**src/rtl/uart_rx_core_if.sv**
```systemverilog
// uart_rx_core_if: serial input and received-byte outputs of the UART receiver.
//   rxd       - asynchronous serial line, idle high
//   rx_data   - last correctly framed byte
//   rx_valid  - one-cycle strobe, rx_data valid from this cycle on
//   frame_err - one-cycle strobe, stop bit sampled low
//   busy      - receiver is inside a frame
// master: the receiver core. slave: line driver / byte consumer.
interface uart_rx_core_if;
    logic       rxd;
    logic [7:0] rx_data;
    logic       rx_valid;
    logic       frame_err;
    logic       busy;

    modport master (
        input  rxd,
        output rx_data,
        output rx_valid,
        output frame_err,
        output busy
    );

    modport slave (
        output rxd,
        input  rx_data,
        input  rx_valid,
        input  frame_err,
        input  busy
    );
endinterface

```
**src/rtl/uart_rx_core.sv**
```systemverilog
// uart_rx_core: 8N1 UART receiver with internal baud counter, mid-bit
// sampling and start-bit glitch rejection.
//   clk  - system clock, rising edge
//   rst  - synchronous reset, active low
//   bus  - uart_rx_core_if.master (rxd in; rx_data, rx_valid, frame_err, busy out)
//
// state | meaning
// ------+-------------------------------------------------------------
// IDLE  | line idle, waiting for a high->low edge on the synced input
// START | half a bit into the start bit, confirm it is still low
// DATA  | sampling the 8 data bits one bit period apart (LSB first)
// STOP  | sampling the stop bit; high -> byte out, low -> frame error
module uart_rx_core #(
    parameter  int CLK_FREQ = 200000000,
    parameter  int BAUD     = 115200,
    localparam int TOTAL    = CLK_FREQ / BAUD - 1,
    localparam int HALF     = TOTAL / 2
) (
    input  logic           clk,
    input  logic           rst,
    uart_rx_core_if.master bus
);

    typedef enum logic [1:0] {
        IDLE  = 2'd0,
        START = 2'd1,
        DATA  = 2'd2,
        STOP  = 2'd3
    } state_t;

    localparam logic [15:0] CNT_TOTAL = 16'(TOTAL);
    localparam logic [15:0] CNT_HALF  = 16'(HALF);

    state_t      state, state_next;
    logic [15:0] cnt, cnt_next;
    logic [2:0]  idx, idx_next;
    logic [7:0]  shift, shift_next;
    logic        cnt_clr;
    logic        load_byte;
    logic        set_err;

    logic        rxd_s1, rxd_s2, rxd_d;
    logic [7:0]  rx_data_q;
    logic        rx_valid_q;
    logic        frame_err_q;

    // Synchronizer and edge-detect flops reset to the idle (high) level.
    // Because rxd_d must have been high, a line held low (break) cannot
    // retrigger reception after a frame error.
    always_ff @(posedge clk) begin
        if (!rst) begin
            rxd_s1 <= 1'b1;
            rxd_s2 <= 1'b1;
            rxd_d  <= 1'b1;
        end else begin
            rxd_s1 <= bus.rxd;
            rxd_s2 <= rxd_s1;
            rxd_d  <= rxd_s2;
        end
    end

    always_comb begin
        state_next = state;
        idx_next   = idx;
        shift_next = shift;
        cnt_clr    = 1'b0;
        load_byte  = 1'b0;
        set_err    = 1'b0;

        case (state)
            IDLE: begin
                if (!rxd_s2 && rxd_d) begin
                    state_next = START;
                end
            end
            START: begin
                if (cnt == CNT_HALF) begin
                    if (!rxd_s2) begin
                        state_next = DATA;
                        idx_next   = 3'd0;
                    end else begin
                        state_next = IDLE;
                    end
                end
            end
            DATA: begin
                // Counter restarted at mid start bit, so TOTAL lands mid data bit.
                if (cnt == CNT_TOTAL) begin
                    shift_next = {rxd_s2, shift[7:1]};
                    if (idx == 3'd7) begin
                        state_next = STOP;
                    end else begin
                        idx_next = idx + 3'd1;
                        cnt_clr  = 1'b1;
                    end
                end
            end
            STOP: begin
                // Leaving at mid stop bit leaves half a bit to catch the
                // next start edge of a back-to-back frame.
                if (cnt == CNT_TOTAL) begin
                    state_next = IDLE;
                    if (rxd_s2) begin
                        load_byte = 1'b1;
                    end else begin
                        set_err = 1'b1;
                    end
                end
            end
            default: begin
                state_next = IDLE;
            end
        endcase

        if (state == IDLE || cnt_clr || state_next != state) begin
            cnt_next = 16'd0;
        end else begin
            cnt_next = cnt + 16'd1;
        end
    end

    always_ff @(posedge clk) begin
        if (!rst) begin
            state       <= IDLE;
            cnt         <= 16'd0;
            idx         <= 3'd0;
            shift       <= 8'h00;
            rx_data_q   <= 8'h00;
            rx_valid_q  <= 1'b0;
            frame_err_q <= 1'b0;
        end else begin
            state       <= state_next;
            cnt         <= cnt_next;
            idx         <= idx_next;
            shift       <= shift_next;
            rx_valid_q  <= load_byte;
            frame_err_q <= set_err;
            if (load_byte) begin
                rx_data_q <= shift;
            end
        end
    end

    assign bus.rx_data   = rx_data_q;
    assign bus.rx_valid  = rx_valid_q;
    assign bus.frame_err = frame_err_q;
    assign bus.busy      = (state != IDLE);

endmodule

```
**src/flat_wrapper.sv**
```systemverilog
// flat-port wrapper written by rule: the top's interface ports become plain ports
module uart_rx_core_flat 
#(
    parameter  int CLK_FREQ = 200000000,
    parameter  int BAUD     = 115200,
    localparam int TOTAL    = CLK_FREQ / BAUD - 1,
    localparam int HALF     = TOTAL / 2
)
  (clk, rst, bus_rxd, bus_rx_data, bus_rx_valid, bus_frame_err, bus_busy);
  uart_rx_core_if bus_i ();
  input  logic clk;
  input  logic rst;
  input wire logic [$bits(bus_i.rxd)-1:0] bus_rxd;
  output wire logic [$bits(bus_i.rx_data)-1:0] bus_rx_data;
  output wire logic [$bits(bus_i.rx_valid)-1:0] bus_rx_valid;
  output wire logic [$bits(bus_i.frame_err)-1:0] bus_frame_err;
  output wire logic [$bits(bus_i.busy)-1:0] bus_busy;
  assign bus_i.rxd = bus_rxd;
  assign bus_rx_data = bus_i.rx_data;
  assign bus_rx_valid = bus_i.rx_valid;
  assign bus_frame_err = bus_i.frame_err;
  assign bus_busy = bus_i.busy;
  uart_rx_core #(.CLK_FREQ(CLK_FREQ), .BAUD(BAUD)) u_core (.clk(clk), .rst(rst), .bus(bus_i));
endmodule
```
**config.mk**
```make
export PLATFORM = sky130hd
export DESIGN_NAME = uart_rx_core_flat
export DESIGN_NICKNAME = d
export VERILOG_FILES = /design/src/rtl/uart_rx_core_if.sv /design/src/rtl/uart_rx_core.sv /design/src/flat_wrapper.sv
export SDC_FILE = /design/constraint.sdc
export NUM_CORES = 1
export LEC_CHECK = 0
export CORE_ASPECT_RATIO = 2
export CORE_MARGIN = 1.5
export CORE_UTILIZATION = 56
export CTS_CLUSTER_DIAMETER = 200
export DETAILED_ROUTE_END_ITERATION = 8
export DONT_BUFFER_PORTS = 1
export PLACE_DENSITY_LB_ADDON = 0.08
export SLEW_MARGIN = 15
export SYNTH_ARGS = -nofsm -noshare
export SYNTH_HDL_FRONTEND = slang
export SYNTH_SLANG_ARGS = --single-unit
export TNS_END_PERCENT = 1
```
**constraint.sdc**
```tcl
create_clock -name clk -period 5.72 [get_ports clk]
set_clock_uncertainty 0.1 [all_clocks]
set_input_delay 0.572 -clock clk [delete_from_list [all_inputs] [get_ports clk]]
set_output_delay 0.572 -clock clk [all_outputs]
set_load 0.1 [all_outputs]
```
==> impl_results.md <==
* Depth of the worst hold-timing path at 1
* Post-CTS Setup Inserts at 0
* Final hold vios at 0
* Number of max-cap violations at 0
* CTS Buffer Depth at 2
* First-pass iteration count of the detailed router at 4
* Initial antenna violation count at 0
* Post-Route WL at 3.46 mm
* FF-to-FF End: u_core.cnt[10]$_SDFF_PP0_
* Port Buf Inserts at 0
* Syn Inst Count at 205
* Avg Cell Area, Syn at 9.02 µm²
* Worst Tran Pin Value at around 0.97 ns
* Synthesis-to-layout area growth at 5.55%
* Hold-fix buffers, CTS at 0
* CORE AREA at 0.00316 mm²
* DR vias/cell at 5.93
* Worst vdd ir at 0.260 mV
* RSZ-0062 raised after global routing: no
* Final period util at 46.9%
* Die Area at about 0.0037 mm²
* Rows at 29
* Max Fanout on Critical Path at 7
* Setup TNS at 0 ns
* Startpoint Class: flop
* Worst setup path startpoint: u_core.state[1]$_SDFF_PN0_
* Reg clk slew, reported paths at 0.07 ns
* DIE WIDTH at 43.6 µm
* Layout fillers at between 200 and 300
* Synth cell types at 33
* Most frequent cells in the layout: dfxtp_1 (42), nor2_1 (34), nand2_1 (30), nand3_1 (12), mux2i_1 (11)
* CTS tree: done
* Post-detail-place hpwl at about 2.7 mm
* Hold Path End: u_core.rxd_s1$_SDFF_PN1_
* DRC at 0
* Initial Util at 58.6%
* Sequential area share after synthesis at 45.5%
* Hold_sp: rst
* Share of layout cells above drive strength 1 at 6.28%
* Worst reg2reg path depth at 7
* ANT cells at 0
* H-tree levels at 2
* Worst Path Arrival at 2.79 ns
* Setup CP Type: reg -> reg
* Lkg Pwr at 0.742 nW
* Routed len/inst at 14.5 µm
* Latest clock arrival within the worst-skew pair at 0.28 ns
* Syn nets at roughly 220
* Worst EP required at 5.83 ns
* First-pass GRT wire length at ~5.9 mm
* Met2 GRT Util at between 30% and 40%
* Run status: finished clean
* CTS sink cnt at 42
* Netlist Area Pre-Place at approximately 0.0018 mm²
* I/O pin cnt at 14
* Met3 GRT Util at under 10%
* GRT overflow at 0
* Slew margin rel. at a little over a third
* Slew Limit Fails at 0
* DR vias at between 1k and 1.5k
* Met1 GRT Util at 20.7%
* Most common cell after layout, fill and taps aside: dfxtp_1
* Crit Reg-Reg Startpoint: u_core.state[1]$_SDFF_PN0_
* Root Buffer: clkbuf_8
* Overall Power at between 0.0005 and 0.0006 W
* Final Wtd Congestion at 0.841
* Largest net degree at the start of global routing at 20
* Final #Nets at 216
* Layer carrying the most global-route usage: met2
* Crit. End Element: flop
* Vias in the first global route at 1392
* Highest clock rate at 372 MHz
* R2r setup slk at around 3.0 ns
* Power Dens Cells at 293 mW/mm²
* Total CTS buffers at 5
* Antenna-violating nets left at 0
* Tmin final at 2.69 ns
* Initial drt markers at 25
* Post-cts gate resize count at 0
* Total track usage at a little over a fifth
* Final setup viols at 0
* Die height at 84.3 µm
* Synthesis Warnings at 0
* Tightest Hold Check Type: in -> reg
* Synthesized flop and latch total at 42
[metal layers]
metal	wire length, µm	vias up
li1	-	693
met1	1280	680
met2	2020	29
met3	88	9
met4	73	0
met5	0	-
[state kept, by name (all words and copies together) (netlist names)]
name                  cells
u_core.bus.frame_err      1
u_core.state              2
u_core.rxd_s1             1
u_core.cnt               16
u_core.rxd_s2             1
u_core.bus.rx_data        8
u_core.idx                3
u_core.rxd_d              1
u_core.shift              8
u_core.bus.rx_valid       1
[Yosys cell counts]
library cell / instances / share of area, %
nand3b_1: 2 / 0.81
nor2_1: 34 / 6.9
nand2_1: 30 / 6.1
nand2b_1: 6 / 2.0
nor2b_1: 1 / 0.34
or4_4: 1 / 0.61
nor4_1: 1 / 0.34
nand3_1: 12 / 3.2
buf_2: 1 / 0.27
o41ai_4: 1 / 1.5
clkinv_1: 1 / 0.20
a311oi_1: 2 / 0.95
a221oi_1: 2 / 0.95
clkbuf_1: 4 / 0.81
and3_1: 5 / 1.7
nand4_1: 2 / 0.68
ha_1: 7 / 4.7
o41ai_2: 1 / 0.88
dfxtp_1: 42 / 45
mux2i_1: 11 / 6.0
buf_4: 1 / 0.41
xor2_1: 7 / 3.3
o21ai_0: 1 / 0.27
inv_1: 5 / 1.0
and2_1: 1 / 0.34
nor4_4: 1 / 1.2
a21o_1: 1 / 0.41
a21oi_1: 9 / 2.4
nand4b_1: 3 / 1.4
nor3_1: 1 / 0.27
or4b_4: 1 / 0.74
or3b_2: 1 / 0.47
xnor2_1: 7 / 3.3
[worst max path at each step]
stage | endpoint | slack [ns] | depth (start not counted)
4_1_cts | u_core.cnt[10]$_SDFF_PP0_ | 3.07 | 7
6_report | u_core.cnt[10]$_SDFF_PP0_ | 3.03 | 7
3_5_place_dp | u_core.cnt[10]$_SDFF_PP0_ | 3.10 | 7
2_1_floorplan | u_core.cnt[3]$_SDFF_PP0_ | 3.52 | 7
3_3_place_gp | u_core.cnt[9]$_SDFF_PP0_ | 3.14 | 7
5_1_grt | u_core.cnt[10]$_SDFF_PP0_ | 2.80 | 7
[power by group]
part	internal [W]	switching, W
Combinational	0.0000210	0.0000573
Clock	0.0000973	0.0000924
Sequential	0.000298	0.00000685
[metrics by stage]
stage,area [µm²],cells,hold slack [ns],util (%),setup slack [ns]
after detailed placement,1860,230,0.296,58.9,3.10
after floorplan,1850,205,0.286,-,3.52
after global routing,1950,238,0.266,61.8,2.80
final,1950,238,0.263,61.8,3.03
after CTS,1950,238,0.257,61.8,3.07
after global placement,1860,230,0.289,58.9,3.14
[final cells by class]
type | count | area (µm²) | share of cell area, %
Clock buffer | 7 | 86.3 | 4.42
Clock inverter | 1 | 5.00 | 0.256
Inverter | 6 | 22.5 | 1.15
Multi-Input combinational cell | 151 | 958 | 49.1
Sequential cell | 42 | 841 | 43.1
Tap cell | 31 | 38.8 | 1.99
[cell families after synthesis]
kind of cell               count (synthesis)  synth area share [%]
and+or+nand+nor                          102                  27.1
DFF                                       42                  45.5
AOI/OAI and AO/OA                         17                  7.38
xor gates and xnor gates                  14                  6.63
buffers and inverters                     12                  2.71
muxes                                     11                  5.95
adders and majority gates                  7                  4.74
[worst max-delay path, cell delays in order (launching register included)]
cell and delay (ns):
dfxtp_1 0.43, inv_1 0.13, ha_1 0.24, inv_1 0.68, nand2_1 0.09, a221oi_1 0.38, nand3_1 0.36, nor2_1 0.19
No activity file was read; power rests on OpenSTA's default activity.
